**src/rtl/ps2_key_fifo.sv**
```systemverilog
`default_nettype none
// ============================================================================
// Module   : ps2_key_fifo
// Purpose  : Memory-mapped PS/2 keyboard controller. Deserialises PS/2 frames,
//            folds E0/F0 prefixes into one tagged entry {ext, brk, code} per
//            key event and buffers entries in a FIFO that the CPU drains by
//            polling the DATA register or on irq.
// Revision : 1.0 - initial release
// ----------------------------------------------------------------------------
// Ports
//   clk        in   1  system clock (only clock)
//   rst        in   1  asynchronous active-low reset
//   ps2_clk    in   1  PS/2 clock, asynchronous to clk
//   ps2_data   in   1  PS/2 data, asynchronous to clk
//   addr       in  32  CPU byte address
//   rd_en      in   1  CPU read strobe; a DATA read pops the FIFO
//   we         in   1  CPU write strobe
//   wd         in  32  CPU write data
//   rd         out 32  read data, combinational from addr
//   key_valid  out  1  one-cycle pulse per entry pushed
//   irq        out  1  high while the FIFO holds entries
// Registers
//   BASE_ADDR    DATA   : read {22'b0, ext, brk, code} of head (0 if empty);
//                         write wd[0]=1 flushes the FIFO
//   BASE_ADDR+4  STATUS : {16'b0, count[7:0], 4'b0, ERR, OVF, full, empty};
//                         write wd[2]=1 clears OVF, wd[3]=1 clears ERR
// ============================================================================
module ps2_key_fifo #(
  parameter int          DEPTH      = 8,
  parameter logic [31:0] BASE_ADDR  = 32'd40,
  parameter int          TIMEOUT    = 50000,
  parameter bit          KEEP_BREAK = 1'b0
) (
  input  logic        clk,
  input  logic        rst,
  input  logic        ps2_clk,
  input  logic        ps2_data,
  input  logic [31:0] addr,
  input  logic        rd_en,
  input  logic        we,
  input  logic [31:0] wd,
  output logic [31:0] rd,
  output logic        key_valid,
  output logic        irq
);

  localparam int          PW           = $clog2(DEPTH);
  localparam int          CW           = PW + 1;
  localparam int          TW           = $clog2(TIMEOUT + 1);
  localparam logic [31:0] STATUS_ADDR  = BASE_ADDR + 32'd4;
  localparam logic [TW-1:0] TIMEOUT_LAST = TW'(TIMEOUT - 1);
  localparam logic [CW-1:0] FULL_COUNT   = CW'(DEPTH);

  typedef enum logic [1:0] {
    IDLE   = 2'd0,
    DATA   = 2'd1,
    PARITY = 2'd2,
    STOP   = 2'd3
  } rx_state_t;

  // --------------------------------------------------------------------------
  // Input synchronisers and falling-edge detect. Flops reset to 1 (idle bus)
  // so that reset release can never look like a falling edge.
  // --------------------------------------------------------------------------
  logic clk_s1, clk_s2, clk_prev;
  logic data_s1, data_s2;
  logic fall;

  always_ff @(posedge clk or negedge rst) begin
    if (!rst) begin
      clk_s1   <= 1'b1;
      clk_s2   <= 1'b1;
      clk_prev <= 1'b1;
      data_s1  <= 1'b1;
      data_s2  <= 1'b1;
    end else begin
      clk_s1   <= ps2_clk;
      clk_s2   <= clk_s1;
      clk_prev <= clk_s2;
      data_s1  <= ps2_data;
      data_s2  <= data_s1;
    end
  end

  assign fall = clk_prev & ~clk_s2;

  // --------------------------------------------------------------------------
  // Frame receiver
  // --------------------------------------------------------------------------
  rx_state_t     state, state_d;
  logic [2:0]    bit_cnt;
  logic [7:0]    shift;
  logic          par_bit;
  logic [TW-1:0] tcnt;
  logic          byte_stb;
  logic          frame_err;

  always_ff @(posedge clk or negedge rst) begin
    if (!rst) begin
      state   <= IDLE;
      bit_cnt <= 3'd0;
      shift   <= 8'd0;
      par_bit <= 1'b0;
      tcnt    <= '0;
    end else begin
      state <= state_d;
      // Inactivity counter only runs inside a frame and restarts on every edge.
      if (state == IDLE || fall) tcnt <= '0;
      else                       tcnt <= tcnt + 1'b1;
      if (fall) begin
        case (state)
          IDLE:   bit_cnt <= 3'd0;
          DATA: begin
            shift   <= {data_s2, shift[7:1]};
            bit_cnt <= bit_cnt + 3'd1;
          end
          PARITY: par_bit <= data_s2;
          default: ;
        endcase
      end
    end
  end

  always_comb begin
    state_d   = state;
    byte_stb  = 1'b0;
    frame_err = 1'b0;
    case (state)
      IDLE:   if (fall && !data_s2)        state_d = DATA;
      DATA:   if (fall && bit_cnt == 3'd7) state_d = PARITY;
      PARITY: if (fall)                    state_d = STOP;
      STOP: begin
        if (fall) begin
          state_d = IDLE;
          // Data plus parity must carry an odd number of ones.
          if (data_s2 && (^{shift, par_bit})) byte_stb  = 1'b1;
          else                                frame_err = 1'b1;
        end
      end
      default: state_d = IDLE;
    endcase
    if (state != IDLE && !fall && tcnt == TIMEOUT_LAST) state_d = IDLE;
  end

  // --------------------------------------------------------------------------
  // Prefix decoder: E0/F0 only arm flags; any other byte emits one entry.
  // --------------------------------------------------------------------------
  logic       ext, brk;
  logic       is_prefix;
  logic       push_req;
  logic [9:0] entry;

  assign is_prefix = (shift == 8'hE0) || (shift == 8'hF0);
  assign entry     = {ext, brk, shift};
  assign push_req  = byte_stb && !is_prefix && (KEEP_BREAK || !brk);

  always_ff @(posedge clk or negedge rst) begin
    if (!rst) begin
      ext <= 1'b0;
      brk <= 1'b0;
    end else if (byte_stb) begin
      if (shift == 8'hE0)      ext <= 1'b1;
      else if (shift == 8'hF0) brk <= 1'b1;
      else begin
        ext <= 1'b0;
        brk <= 1'b0;
      end
    end
  end

  // --------------------------------------------------------------------------
  // FIFO and CPU register interface
  // --------------------------------------------------------------------------
  logic [9:0]    mem [DEPTH];
  logic [PW-1:0] wptr, rptr;
  logic [CW-1:0] count;
  logic          empty, full;
  logic          data_sel, stat_sel;
  logic          pop, push, flush, ovf_set;
  logic          ovf, err;
  logic          unused_wd;

  assign empty    = (count == '0);
  assign full     = (count == FULL_COUNT);
  assign data_sel = (addr == BASE_ADDR);
  assign stat_sel = (addr == STATUS_ADDR);
  assign pop      = rd_en && data_sel && !empty;
  assign flush    = we && data_sel && wd[0];
  // The pop frees a slot before the push lands, so push+pop on full succeeds.
  assign push     = push_req && !flush && (!full || pop);
  assign ovf_set  = push_req && !flush && full && !pop;
  assign unused_wd = ^{wd[31:4], wd[1]};

  always_ff @(posedge clk) begin
    if (push) mem[wptr] <= entry;
  end

  always_ff @(posedge clk or negedge rst) begin
    if (!rst) begin
      wptr      <= '0;
      rptr      <= '0;
      count     <= '0;
      ovf       <= 1'b0;
      err       <= 1'b0;
      key_valid <= 1'b0;
    end else begin
      key_valid <= push;
      if (flush) begin
        wptr  <= '0;
        rptr  <= '0;
        count <= '0;
      end else begin
        if (push) wptr <= wptr + 1'b1;
        if (pop)  rptr <= rptr + 1'b1;
        case ({push, pop})
          2'b10:   count <= count + 1'b1;
          2'b01:   count <= count - 1'b1;
          default: count <= count;
        endcase
      end
      // A set in the same cycle as a W1C clear wins.
      ovf <= ovf_set   | (ovf & ~(we && stat_sel && wd[2]));
      err <= frame_err | (err & ~(we && stat_sel && wd[3]));
    end
  end

  assign irq = !empty;

  always_comb begin
    rd = 32'd0;
    if (data_sel) begin
      if (!empty) rd = {22'd0, mem[rptr]};
    end else if (stat_sel) begin
      rd = {16'd0, 8'(count), 4'd0, err, ovf, full, empty};
    end
  end

endmodule
`default_nettype wire
```
**config.mk**
```make
export PLATFORM = sky130hd
export DESIGN_NAME = ps2_key_fifo
export DESIGN_NICKNAME = d
export VERILOG_FILES = /design/src/rtl/ps2_key_fifo.sv
export SDC_FILE = /design/constraint.sdc
export NUM_CORES = 1
export LEC_CHECK = 0
export CAP_MARGIN = 20
export CORE_UTILIZATION = 43
export CTS_CLUSTER_SIZE = 10
export DETAILED_ROUTE_END_ITERATION = 16
export PLACE_DENSITY = 0.67
export SLEW_MARGIN = 5
export SYNTH_ARGS = -nofsm -noshare
export SYNTH_HDL_FRONTEND = slang
export SYNTH_SLANG_ARGS = --single-unit
```
**constraint.sdc**
```tcl
create_clock -name clk -period 5.7 [get_ports clk]
set_clock_uncertainty 0.15 [all_clocks]
set_input_delay 0.57 -clock clk [delete_from_list [all_inputs] [get_ports clk]]
set_output_delay 0.57 -clock clk [all_outputs]
set_load 0.02 [all_outputs]
```
; Yosys cells after proc, flatten, opt, wreduce, memory -nomap -nowiden
; Memories as Yosys holds them, arrays and structs flattened.
; Cells that the tools add are included.
[totals]
regBits = 50
ramBits = 80
n_memories = 1
in_bits = 70
out_inout_bits = 34
wordCells = 122
[op_classes]
n_bitwise = 9
reduce_logical = 43
n_eq_ne = 17
n_addsub = 6
mux = 28
[mem_list]
columns = memory, depth, width, rd, rd_clocked_by_memory_dff, wr, line_no
row1 = mem, 8, 10, 1, 0, 1, 174  ; logic [9:0] mem [DEPTH];
[op_table]
columns = op, count
row1 = equality test 32 x 6 -> 1 bit (second input constant), 2
row2 = two-way mux 32 bit, 1
row3 = logical AND 1 bit, 18
row4 = adder 16 x 1 -> 16 bit (second input constant), 1
row5 = equality test 16 bit (second input constant), 1
row6 = equality test 8 bit (second input constant), 2
row7 = two-way mux 16 bit, 1
row8 = two-way mux 12 bit, 1
row9 = two-way mux 3 bit, 4
row10 = two-way mux 1 bit, 11
row11 = two-way mux 10 bit, 1
row12 = two-way mux 2 bit, 5
row13 = AND reduction 2 bit, 5
row14 = adder 3 x 1 -> 3 bit (second input constant), 3
row15 = != test 3 bit (second input constant), 3
row16 = parity 9 bit, 1
row17 = zero test 1 bit, 8
row18 = one-hot mux 2 bit (4 select lines), 1
row19 = one-hot mux 4 bit (2 select lines), 1
row20 = nonzero test 2 bit, 4
row21 = equality test 2 bit (second input constant), 3
row22 = one-hot mux 3 bit (2 select lines), 1
row23 = adder 4 x 1 -> 4 bit (second input constant), 1
row24 = equality test 2 x 1 -> 1 bit (second input constant), 2
row25 = other kinds (14), 22

; Longest topological paths before layout
; Gate-level depths: netlist of run 1.
[logic_depth]
word_depth = 12
ltp_mapped = 12
mapped_depth_nobuf = 11

; Worst setup path before layout of run 1
; No wires, ideal clock.
[synth_timing]
path_kind = input to register
from = input addr[18]
to = memory mem[4][0], enable pin
required_time_ns = 5.174
setup_ns = 0.376
cell_stages = 6
t_arrival_ns = 2.541
slack_ns = 2.633
n_path_buf = 0
cell_sequence = nor4_1 > nand4_2 > nor3_4 > nor2_1 > or4_4 > nor2_1
[synth_via]
elab_chain_cells = 8
[synth_lines]
columns = item, line_no
row1 = "start, declared", 38  ; input logic [31:0] addr,
row2 = equality test 32 x 6 -> 1 bit (*), 185  ; assign data_sel = (addr == BASE_ADDR);
row3 = logical AND 1 bit (2 in a row), 188  ; assign flush = we && data_sel && wd[0];
row4 = zero test 1 bit, 190  ; assign push = push_req && !flush && (!full || pop);
row5 = logical AND 1 bit, 190
row6 = logical AND 1 bit (*), 190
row7 = two-way mux 1 bit (*), 195  ; if (push) mem[wptr] <= entry;
row8 = two-way mux 1 bit (not written as such) (*), 195
row9 = "end, declared", 174
; Every way passes the cells marked *; elsewhere a longest branch is shown, timed or not.

; Final worst setup path of run 1
[layout_timing]
from = input addr[4]
to = output rd[3]
[layout_via]
elab_chain_cells = 3
[layout_lines]
columns = item, line_no
row1 = equality test 32 x 6 -> 1 bit, 186  ; assign stat_sel = (addr == STATUS_ADDR);
row2 = two-way mux 12 bit, 233  ; end else if (stat_sel) begin
row3 = two-way mux 32 bit (*), 231  ; if (data_sel) begin
row4 = "end, declared", 42  ; output logic [31:0] rd,
; Marked as above.

==> results by group, run 1 <==
Status
  • Outcome: completed

Worst hold path
  • Hold crit path type: in2async

Die
  • Chip width: roughly 120 um
  • Die height: 120.3 um
  • Top Ports: 104
  • Row count: 42
  • Die ar.: roughly 0.014 sq mm
  • Core area: between 0.01 and 0.015 sq mm
  • Starting density of the core: 44.74%

Job
  • Max_cap viols: 0

Final layout
  • Fin nets: between 500 and 600
  • Most frequent cells in the layout: edfxtp_1, clkdlybuf4s50_1, dfrtp_1, nor2_1, nand2_1
  • Diodes inserted: 0
  • Layout cells sized above 1: 17.23%
  • Syn-to-layout area delta: 21.02%
  • Final instance count without filler cells: 681
  • Most common cell after layout, fill and taps aside: edfxtp_1

Critical path
  • CP endpoint kind: primary output
  • WS Path Type: in2out
  • Crit-path max FO: 9
  • Crit path DAT: 3.32 ns
  • CP required: roughly 5 ns
  • Startpoint types: input port

GRT
  • Antenna violations before repair: 0
  • Vias in the first global route: 3738
  • Grt total ovfl: 0
  • Gr usage total: about 17%
  • Wire length of the first global-routing pass: 18830 um
  • Pin count of the biggest net entering global routing: slightly above 50

Power
  • Sw frac: between 20 and 30%
  • NetSw: 0.7424 mW
  • Part of the power in registers: between 40% and 50%
  • Peak VDD IR: 0.2050 mV
  • Clk network pwr share: 38.8%
  • Combinational power share: 15.7%
  • Leak: 2.599 nW
  • Pwr dens: ~370 mW/mm^2
  • P_int: between 1.5 and 2 mW

Synthesis
  • Post-synth EDFFs: 80
  • Post-synthesis register bit count: 130
  • Synth top area share: between 30% and 40%
  • Cells after Synth: 427
  • Synth area leaders: edfxtp_1, dfrtp_1, mux4_2
  • Ys async rst share: around two fifths
  • Top cell type by total area after synthesis: edfxtp_1
  • Yosys cell types: 57
  • Most used DFF post-synth: edfxtp_1
  • Mean Syn Cell Area: between 10 and 15 sq um
  • Sequential cell area fraction in the yosys report: between 60% and 70%
  • Ys Warns: 0
  • Synth Cell Area: roughly 0.006 sq mm

Timing
  • Highest clock rate: around 250 MHz
  • RSZ-0062 raised after global routing: no
  • Max-slew headroom: roughly 30%
  • Hold Vio Cnt, Final: 0
  • Final worst slack: between 1.5 and 2 ns
  • Tcrit/Tclk final: a little over 70%
  • Setup TNS: 0 ns
  • Final slew viol count: 0
  • Final setup vio count: 0
  • Tightest Pin Transition: 1.040 ns
  • WHS: between 0.1 and 0.15 ns
  • Fin crit period: approximately 4.0 ns

Route
  • Via count: about 3600
  • Detail Route Antenna Nets: 0
  • Routed wire length: approximately 12000 um
  • Post-DR wirelength/cell: 16.90 um
  • Residual DRC: 0
  • Iteration-0 DRC Markers: 227
  • Vias per std cell: 5.304
  • DRT Pass-1 Iters: 5

Clock network
  • CTS H-tree lvls: 4
  • Setup bufs post-CTS: 0
  • TritonCTS clock tree: built
  • Bufs on Longest Clock Path: 2
  • Num CTS Buffers: 17
  • Clock Sinks: between 100 and 150
  • Skew-Pair Late Insertion Delay: between 0.4 and 0.5 ns
  • Root Driver: clkbuf_16
  • Cts repair resizes: 0
  • Cts hold-fix bufs: 0
  • Clock transition at path regs: 0.06 ns

Placement
  • Port bufs: 54
  • Inst Count DP: approximately 650
  • Dpl hpwl: 7833 um
  • Place WS: ~1.6 ns
  • Routability congestion estimate: around 0.76
## cell usage after synthesis (2+ instances only)
cell type  count
mux2_2        10
nor3_1         9
o21ai_0       12
mux2i_1       12
nand4_2        2
xnor3_1        2
nand3_1       10
a2111oi_4      2
and3_1         3
a32o_1         3
nor2b_1        2
clkbuf_1      10
nand4_1        5
a21oi_1       16
xor2_1        11
buf_2          2
o2bb2ai_1      2
buf_4         20
o21ai_1        5
dfrtp_1       45
a31oi_1        2
edfxtp_1      80
nand3b_1       3
mux4_2        20
nor4b_2        2
nand2b_1       6
nor4_1         7
or3_1          7
xnor2_1        7
inv_1          9
ha_1          10
nand2_1       26
dfstp_2        5
nor2_1        37
## state kept, by name (all words and copies together), names as in the netlist
name,flops
mem,80
tcnt,16
shift,8
count,4
bit_cnt,3
rptr,3
wptr,3
state,2
brk,1
clk_prev,1
clk_s1,1
clk_s2,1
data_s1,1
data_s2,1
err,1
ext,1
key_valid,1
ovf,1
par_bit,1
## power groups by stage
stage | registers, mW | logic [mW] | clock network (mW)
after floorplan | 1.22 | 0.348 | 0
after global placement | 1.25 | 0.412 | 0
after detailed placement | 1.26 | 0.429 | 0
after CTS | 1.24 | 0.433 | 1.07
after global routing | 1.26 | 0.478 | 1.12
final | 1.24 | 0.427 | 1.06
## critical path, stage by stage
cell and delay [ns]:
clkdlybuf4s50_1 0.42, nor4b_2 0.34, nand4_2 0.27, or4_1 0.79
o21ai_1 0.28, clkdlybuf4s50_1 0.64
## kinds of logic (layout without fill, tap and decap cells)
| logic type | count (synthesis) | in the layout | synth area share (%) |
|---|---|---|---|
| AOI/OAI and AO/OA | 49 | 49 | 5.614 |
| muxes | 43 | 43 | 11.73 |
| and+or+nand+nor | 131 | 131 | 12.04 |
| xor gates and xnor gates | 21 | 21 | 3.763 |
| other | 1 | 20 | 0.06231 |
| adders and majority gates | 10 | 10 | 2.079 |
| buffers and inverters | 42 | 101 | 3.908 |
| DFF | 130 | 130 | 60.81 |
## metrics by stage
stage | cell area (sq um) | power, mW | utilization (%)
floorplan | 6090 | 1.563 | -
global placement | 6680 | 1.660 | 49.66
detailed placement | 6680 | 1.689 | 49.66
CTS | 7268 | 2.745 | 54.03
global route | 7283 | 2.850 | 54.14
finish | 7283 | 2.724 | 54.14
## path summary, 6_finish.rpt
path | startpoint | slack (ns) | cells after the start | to
max in group asynchronous | rst | 4.85 | 2 | shift[5]$_DFFE_PN0P_
hold reg to reg | clk_s1$_DFF_PN1_ | 0.20 | 0 | clk_s2$_DFF_PN1_
setup reg to reg | shift[4]$_DFFE_PN0P_ | 2.19 | 5 | mem[4][0]$_DFFE_PP_
setup / recovery | addr[4] | 1.66 | 6 | rd[3]
min in group clk | clk_s1$_DFF_PN1_ | 0.20 | 0 | clk_s2$_DFF_PN1_
hold / removal | rst | 0.11 | 2 | tcnt[3]$_DFF_PN0_
## cell type report
cell class              count  area, sq um
fillers                  1117         6170
flip-flops and latches    130         3660
multi-input cells         274         2201
repair buffers             60        580.6
clock buffers              17        425.4
well taps                 176        220.2
clock inverters            15        162.7
inverters                   9        33.78
## metal layers
metal	vias to the layer above	share of wire, %	GRT usage [%]
met5	-	0	0
met4	0	1.4	6.019
met3	16	5.2	4.623
met2	86	52	30.14
met1	1810	42	20.91
li1	1700	-	-
(Power assumes the default switching activity.)
==> inputs of run 2 (changes only) <==
==> constraint.sdc (replaced) <==
create_clock -name clk -period 3.75 [get_ports clk]
set_clock_uncertainty 0.15 [all_clocks]
set_input_delay 0.375 -clock clk [delete_from_list [all_inputs] [get_ports clk]]
set_output_delay 0.375 -clock clk [all_outputs]
set_load 0.02 [all_outputs]
==> results by group, run 2 (synthesized netlist as in run 1, its figures left out) <==
Status
  • Outcome: completed

Clock network
  • CTS H-tree lvls: 4
  • Cts repair resizes: 0
  • Skew-Pair Late Insertion Delay: between 0.4 and 0.5 ns
  • Bufs on Longest Clock Path: 2
  • Setup bufs post-CTS: 0
  • Clock transition at path regs: 0.06 ns
  • Num CTS Buffers: 17
  • TritonCTS clock tree: built
  • Root Driver: clkbuf_16
  • Clock Sinks: 130

Timing
  • Fin crit period: ~3.5 ns
  • Setup TNS: 0 ns
  • Final worst slack: between 0.2 and 0.3 ns
  • Highest clock rate: roughly 290 MHz
  • Final setup vio count: 0
  • Tcrit/Tclk final: a little over 90%
  • Hold Vio Cnt, Final: 0
  • Tightest Pin Transition: ~0.95 ns
  • Final slew viol count: 0
  • Max-slew headroom: a little over a third
  • RSZ-0062 raised after global routing: no

Critical path
  • CP endpoint kind: primary output
  • Crit-path max FO: 9
  • WS Path Type: reg2out
  • Startpoint types: flip-flop
  • CP max stage delay: about 0.74 ns
  • Crit path DAT: 2.93 ns
  • CP required: ~3.2 ns
  • Worst path slowest cell: or4_1
  • R2R Setup Slk: around 0.60 ns
  • Cell Chain, Critical Path: or3_1, nor2_1, buf_4, or4_1, o21ai_1, clkdlybuf4s50_1

Power
  • Sw frac: roughly 28%
  • Combinational power share: between 10% and 20%
  • Leak: ~2.6 nW
  • NetSw: between 1 and 1.5 mW
  • Pwr dens: 547.2 mW/mm^2
  • P_int: 2.883 mW
  • Peak VDD IR: 0.2843 mV
  • Part of the power in registers: between 40% and 50%
  • Clk network pwr share: a little over a third

Final layout
  • Fillers: 1103
  • Most common cell after layout, fill and taps aside: edfxtp_1
  • Largest register FFs: 80
  • Top flop regs: mem (80), tcnt (16), shift (8)
  • Most frequent cells in the layout: edfxtp_1, clkdlybuf4s50_1, dfrtp_1, nor2_1, nand2_1
  • Syn-to-layout area delta: 21.85%
  • Layout cells sized above 1: 18.92%
  • Largest Register: mem
  • Fin nets: 585
  • Diodes inserted: 0

Route
  • Residual DRC: 0
  • Iteration-0 DRC Markers: ~240
  • Post-DR wirelength/cell: between 15 and 20 um
  • Vias per std cell: 5.259
  • Via count: 3650
  • Routed wire length: approximately 12000 um
  • DRT Pass-1 Iters: 4
  • Detail Route Antenna Nets: 0

GRT
  • Antenna violations before repair: 0
  • Vias in the first global route: ~3700
  • Grt total ovfl: 0
  • Wire length of the first global-routing pass: ~19000 um
  • Pin count of the biggest net entering global routing: 43
  • Gr usage total: around 18%

Die
  • Top Ports: ~100
  • Row count: 42
  • Die height: about 120 um
  • Core area: between 0.01 and 0.015 sq mm
  • Chip width: around 120 um
  • Starting density of the core: 44.74%
  • Die ar.: ~0.014 sq mm

Job
  • Max_cap viols: 0

Worst hold path
  • Hold crit path type: reg2reg

Placement
  • Dpl hpwl: around 8000 um
  • Routability congestion estimate: approximately 0.77
  • Port bufs: between 50 and 60
  • Place WS: about 0.27 ns
==> run 2: cell types whose count changed in the layout (fill, tap and decap cells not counted), sizes merged <==
| cell | previous run | this run |
|---|---|---|
| buf | 7 | 19 |
| inv | 10 | 12 |
| bufinv | 2 | 0 |
| clkinvlp | 4 | 6 |
| clkbuf | 17 | 18 |
| clkinv | 8 | 5 |
| dlygate4sd3 | 0 | 1 |
==> run 2: cell type report <==
cell class | count | area, sq um | area share [%]
Inverter | 9 | 33.78 | 0.4607
Clock inverter | 14 | 108.9 | 1.484
Tap cell | 176 | 220.2 | 3.003
Timing Repair Buffer | 73 | 680.7 | 9.282
Clock buffer | 18 | 429.2 | 5.852
Multi-Input combinational cell | 274 | 2201 | 30.01
Sequential cell | 130 | 3660 | 49.91
==> run 2: path summary, 6_finish.rpt <==
check / startpoint / end / depth (start not counted)
max in group asynchronous: rst / shift[5]$_DFFE_PN0P_ / 3
min reg2reg: clk_s1$_DFF_PN1_ / clk_s2$_DFF_PN1_ / 0
max reg2reg: shift[2]$_DFFE_PN0P_ / count[2]$_DFFE_PN0P_ / 10
min: clk_s1$_DFF_PN1_ / clk_s2$_DFF_PN1_ / 0
max: count[0]$_DFFE_PN0P_ / rd[3] / 6
min in group asynchronous: rst / tcnt[1]$_DFF_PN0_ / 2
==> run 2: repair_timing <==
item,in CTS,in global routing
endpoints found under the setup margin,0,0
hold buffers,1,0
hold endpoints to repair,36,0
==> run 2: critical path: cells and delay by family, from the launching register on <==
family                 cells  cell delay (ns)
flip-flops                 1             0.49
buffers and inverters      2             0.78
AO/OA/AOI/OAI              1             0.26
AND/OR/NAND/NOR            3             0.97
==> run 2: routing by layer <==
| metal | up-vias | share of wire (%) | track usage (%) | wire length [um] |
|---|---|---|---|---|
| met5 | - | 0 | 0 | 0 |
| met4 | 0 | 1.3 | 6.327 | 156 |
| met3 | 13 | 4.0 | 4.292 | 470 |
| met2 | 80 | 53 | 30.46 | 6244 |
| met1 | 1832 | 42 | 21.22 | 4969 |
| li1 | 1725 | - | - | - |
==> run 2: power by group through the flow <==
stage	Sequential (mW)	Combinational, mW	Clock (mW)
6_report	1.89	0.652	1.47
3_3_place_gp	1.90	0.633	0
2_1_floorplan	1.85	0.529	0
3_5_place_dp	1.91	0.657	0
4_1_cts	1.89	0.659	1.50
5_1_grt	1.91	0.731	1.56
==> run 2: through the flow <==
| step | std cells | util, % | hold WS (ns) | instance area, sq um | total power [mW] |
|---|---|---|---|---|---|
| after floorplan | 446 | - | -0.07059 | 6090 | 2.376 |
| after global placement | 661 | 50.44 | 0.1963 | 6785 | 2.531 |
| after detailed placement | 661 | 50.44 | 0.1975 | 6785 | 2.570 |
| after CTS | 694 | 54.51 | 0.1960 | 7333 | 4.047 |
| after global routing | 694 | 54.51 | 0.2124 | 7333 | 4.211 |
| final | 694 | 54.51 | 0.2068 | 7333 | 4.013 |
==> inputs of run 3 (changes only) <==
--- a/config.mk
+++ b/config.mk
@@ -6,6 +6,7 @@
 export NUM_CORES = 1
 export LEC_CHECK = 0
 export CAP_MARGIN = 20
+export CORE_ASPECT_RATIO = 0.6
 export CORE_UTILIZATION = 43
 export CTS_CLUSTER_SIZE = 10
 export DETAILED_ROUTE_END_ITERATION = 16
==> results by group, run 3 (synthesized netlist as in run 1, its figures left out) <==
Status
  • Outcome: completed

Critical path
  • CP endpoint kind: primary output
  • Worst path slowest cell: clkdlybuf4s50_1
  • Startpoint types: input port
  • WS Path Type: in2out
  • R2R Setup Slk: around 0.53 ns
  • Cell Chain, Critical Path: clkdlybuf4s50_1, nor4b_2, nand4_2, or4_1, buf_4, o21ai_1, clkdlybuf4s50_1
  • Crit-path max FO: 4
  • CP required: between 3 and 4 ns
  • Crit path DAT: ~2.9 ns
  • Most frequent CP cell: clkdlybuf4s50_1
  • CP max stage delay: between 0.6 and 0.7 ns

Route
  • Via count: about 3700
  • Vias per std cell: between 5 and 6
  • Post-DR wirelength/cell: roughly 17 um
  • Iteration-0 DRC Markers: ~180
  • DRT Pass-1 Iters: 5
  • Routed wire length: about 12000 um
  • Residual DRC: 0
  • Detail Route Antenna Nets: 0

GRT
  • Gr usage total: 18.12%
  • Vias in the first global route: around 3600
  • Pin count of the biggest net entering global routing: approximately 50
  • Antenna violations before repair: 0
  • Wire length of the first global-routing pass: just under 20000 um
  • Grt total ovfl: 0

Timing
  • Fin crit period: 3.389 ns
  • Hold Vio Cnt, Final: 0
  • Tcrit/Tclk final: ~90%
  • Final slew viol count: 0
  • Highest clock rate: 295.0 MHz
  • RSZ-0062 raised after global routing: no
  • Final setup vio count: 0
  • Max-slew headroom: 54.42%
  • Tightest Pin Transition: between 0.6 and 0.7 ns
  • Setup TNS: 0 ns

Final layout
  • Fin nets: 586
  • Most common cell after layout, fill and taps aside: edfxtp_1
  • Layout cells sized above 1: ~18%
  • Diodes inserted: 0
  • Final instance count without filler cells: between 700 and 800
  • Syn-to-layout area delta: 22.54%
  • Largest register FFs: 80
  • Most frequent cells in the layout: edfxtp_1, clkdlybuf4s50_1, dfrtp_1, nor2_1, nand2_1
  • Largest Register: mem
  • Top flop regs: mem (80), tcnt (16), shift (8)
  • Register area: between 0.003 and 0.004 sq mm
  • Fillers: 1115
  • Area of the multi-input gates: around 0.0022 sq mm

Clock network
  • Skew-Pair Late Insertion Delay: between 0.4 and 0.5 ns
  • TritonCTS clock tree: built
  • Clock transition at path regs: 0.05 ns
  • Bufs on Longest Clock Path: 2
  • Cts repair resizes: 0
  • CTS H-tree lvls: 4
  • Root Driver: clkbuf_16
  • Clock Sinks: between 100 and 150
  • Num CTS Buffers: 17

Die
  • Core area: ~0.014 sq mm
  • Top Ports: about 100
  • Die ar.: 0.01449 sq mm
  • Starting density of the core: between 40% and 50%
  • Die height: 93.64 um
  • Chip width: between 150 and 200 um
  • Row count: 33

Placement
  • Dpl hpwl: 8439 um
  • Inst Count DP: approximately 680
  • Routability congestion estimate: 0.7771
  • Port bufs: 54

Power
  • Peak VDD IR: about 0.38 mV
  • Leak: roughly 2.7 nW
  • Pwr dens: 554.0 mW/mm^2

Worst hold path
  • Hold crit path type: reg2reg

Job
  • Max_cap viols: 0
-- run 3: changes by cell type in the layout (fill, tap and decap cells not counted) --
| cell | delta |
|---|---|
| clkinvlp_4 | -6 |
| clkbuf_1 | +5 |
| clkinv_2 | +3 |
| clkinv_4 | -3 |
| bufinv_16 | +2 |
| clkinv_1 | +2 |
| inv_6 | -2 |
| buf_12 | +1 |
| inv_8 | -1 |
-- run 3: power by group --
group	switching, mW	total, mW	internal, mW	leakage (nW)
registers	0.192	1.90	1.71	1.34
clock network	0.563	1.53	0.965	0.265
logic	0.327	0.658	0.331	1.05
-- run 3: final timing paths --
check                                startpoint                    to  cells after the start
min in group asynchronous                   rst     tcnt[0]$_DFF_PN0_                      2
hold / removal                 clk_s1$_DFF_PN1_      clk_s2$_DFF_PN1_                      0
hold reg to reg                clk_s1$_DFF_PN1_      clk_s2$_DFF_PN1_                      0
setup / recovery                        addr[4]                 rd[8]                      7
setup reg to reg           shift[4]$_DFFE_PN0P_  count[2]$_DFFE_PN0P_                     10
max in group asynchronous                   rst     data_s2$_DFF_PN1_                      3
-- run 3: layout make-up --
cell class | count | share of cell area (%)
sequential | 130 | 49.63
multi-input combinational | 274 | 29.84
timing repair buffer | 74 | 9.501
clock buffer | 23 | 6.074
clock inverter | 9 | 1.239
tap | 192 | 3.258
inverter | 9 | 0.4581
-- run 3: per-layer routing --
layer  part of all wire, %  wire [um]  vias to the layer above  GRT usage [%]
met2                    47       5778                       96          28.85
li1                      -          -                     1728              -
met3                   5.1        631                        4          5.561
met4                  0.40         50                        0          3.960
met5                     0          0                        -              0
met1                    48       5901                     1855          24.54
-- run 3: per-stage QoR --
step	util, %	hold WS, ns	setup slack (ns)	instance area, sq um	total power, mW
final	53.96	0.2079	0.3607	7375	4.085
after global routing	53.96	0.2118	0.2115	7375	4.266
after CTS	53.74	0.07079	0.3370	7345	4.106
after detailed placement	49.79	0.2025	0.3474	6805	2.582
after global placement	49.79	0.1962	0.3799	6805	2.534
after floorplan	-	-0.07059	0.8103	6090	2.376
-- run 3: timing repair --
action                                  CTS  global route
setup buffers                             0             0
endpoints found under the hold margin     0            20
endpoints found under the setup margin    0             0
hold buffers                              0             1
-- run 3: worst max-delay path, delay by kind of cell --
kind,cells,cell delay [ns]
buf+inv,3,1.26
simple gates,3,1.02
compound gates,1,0.22
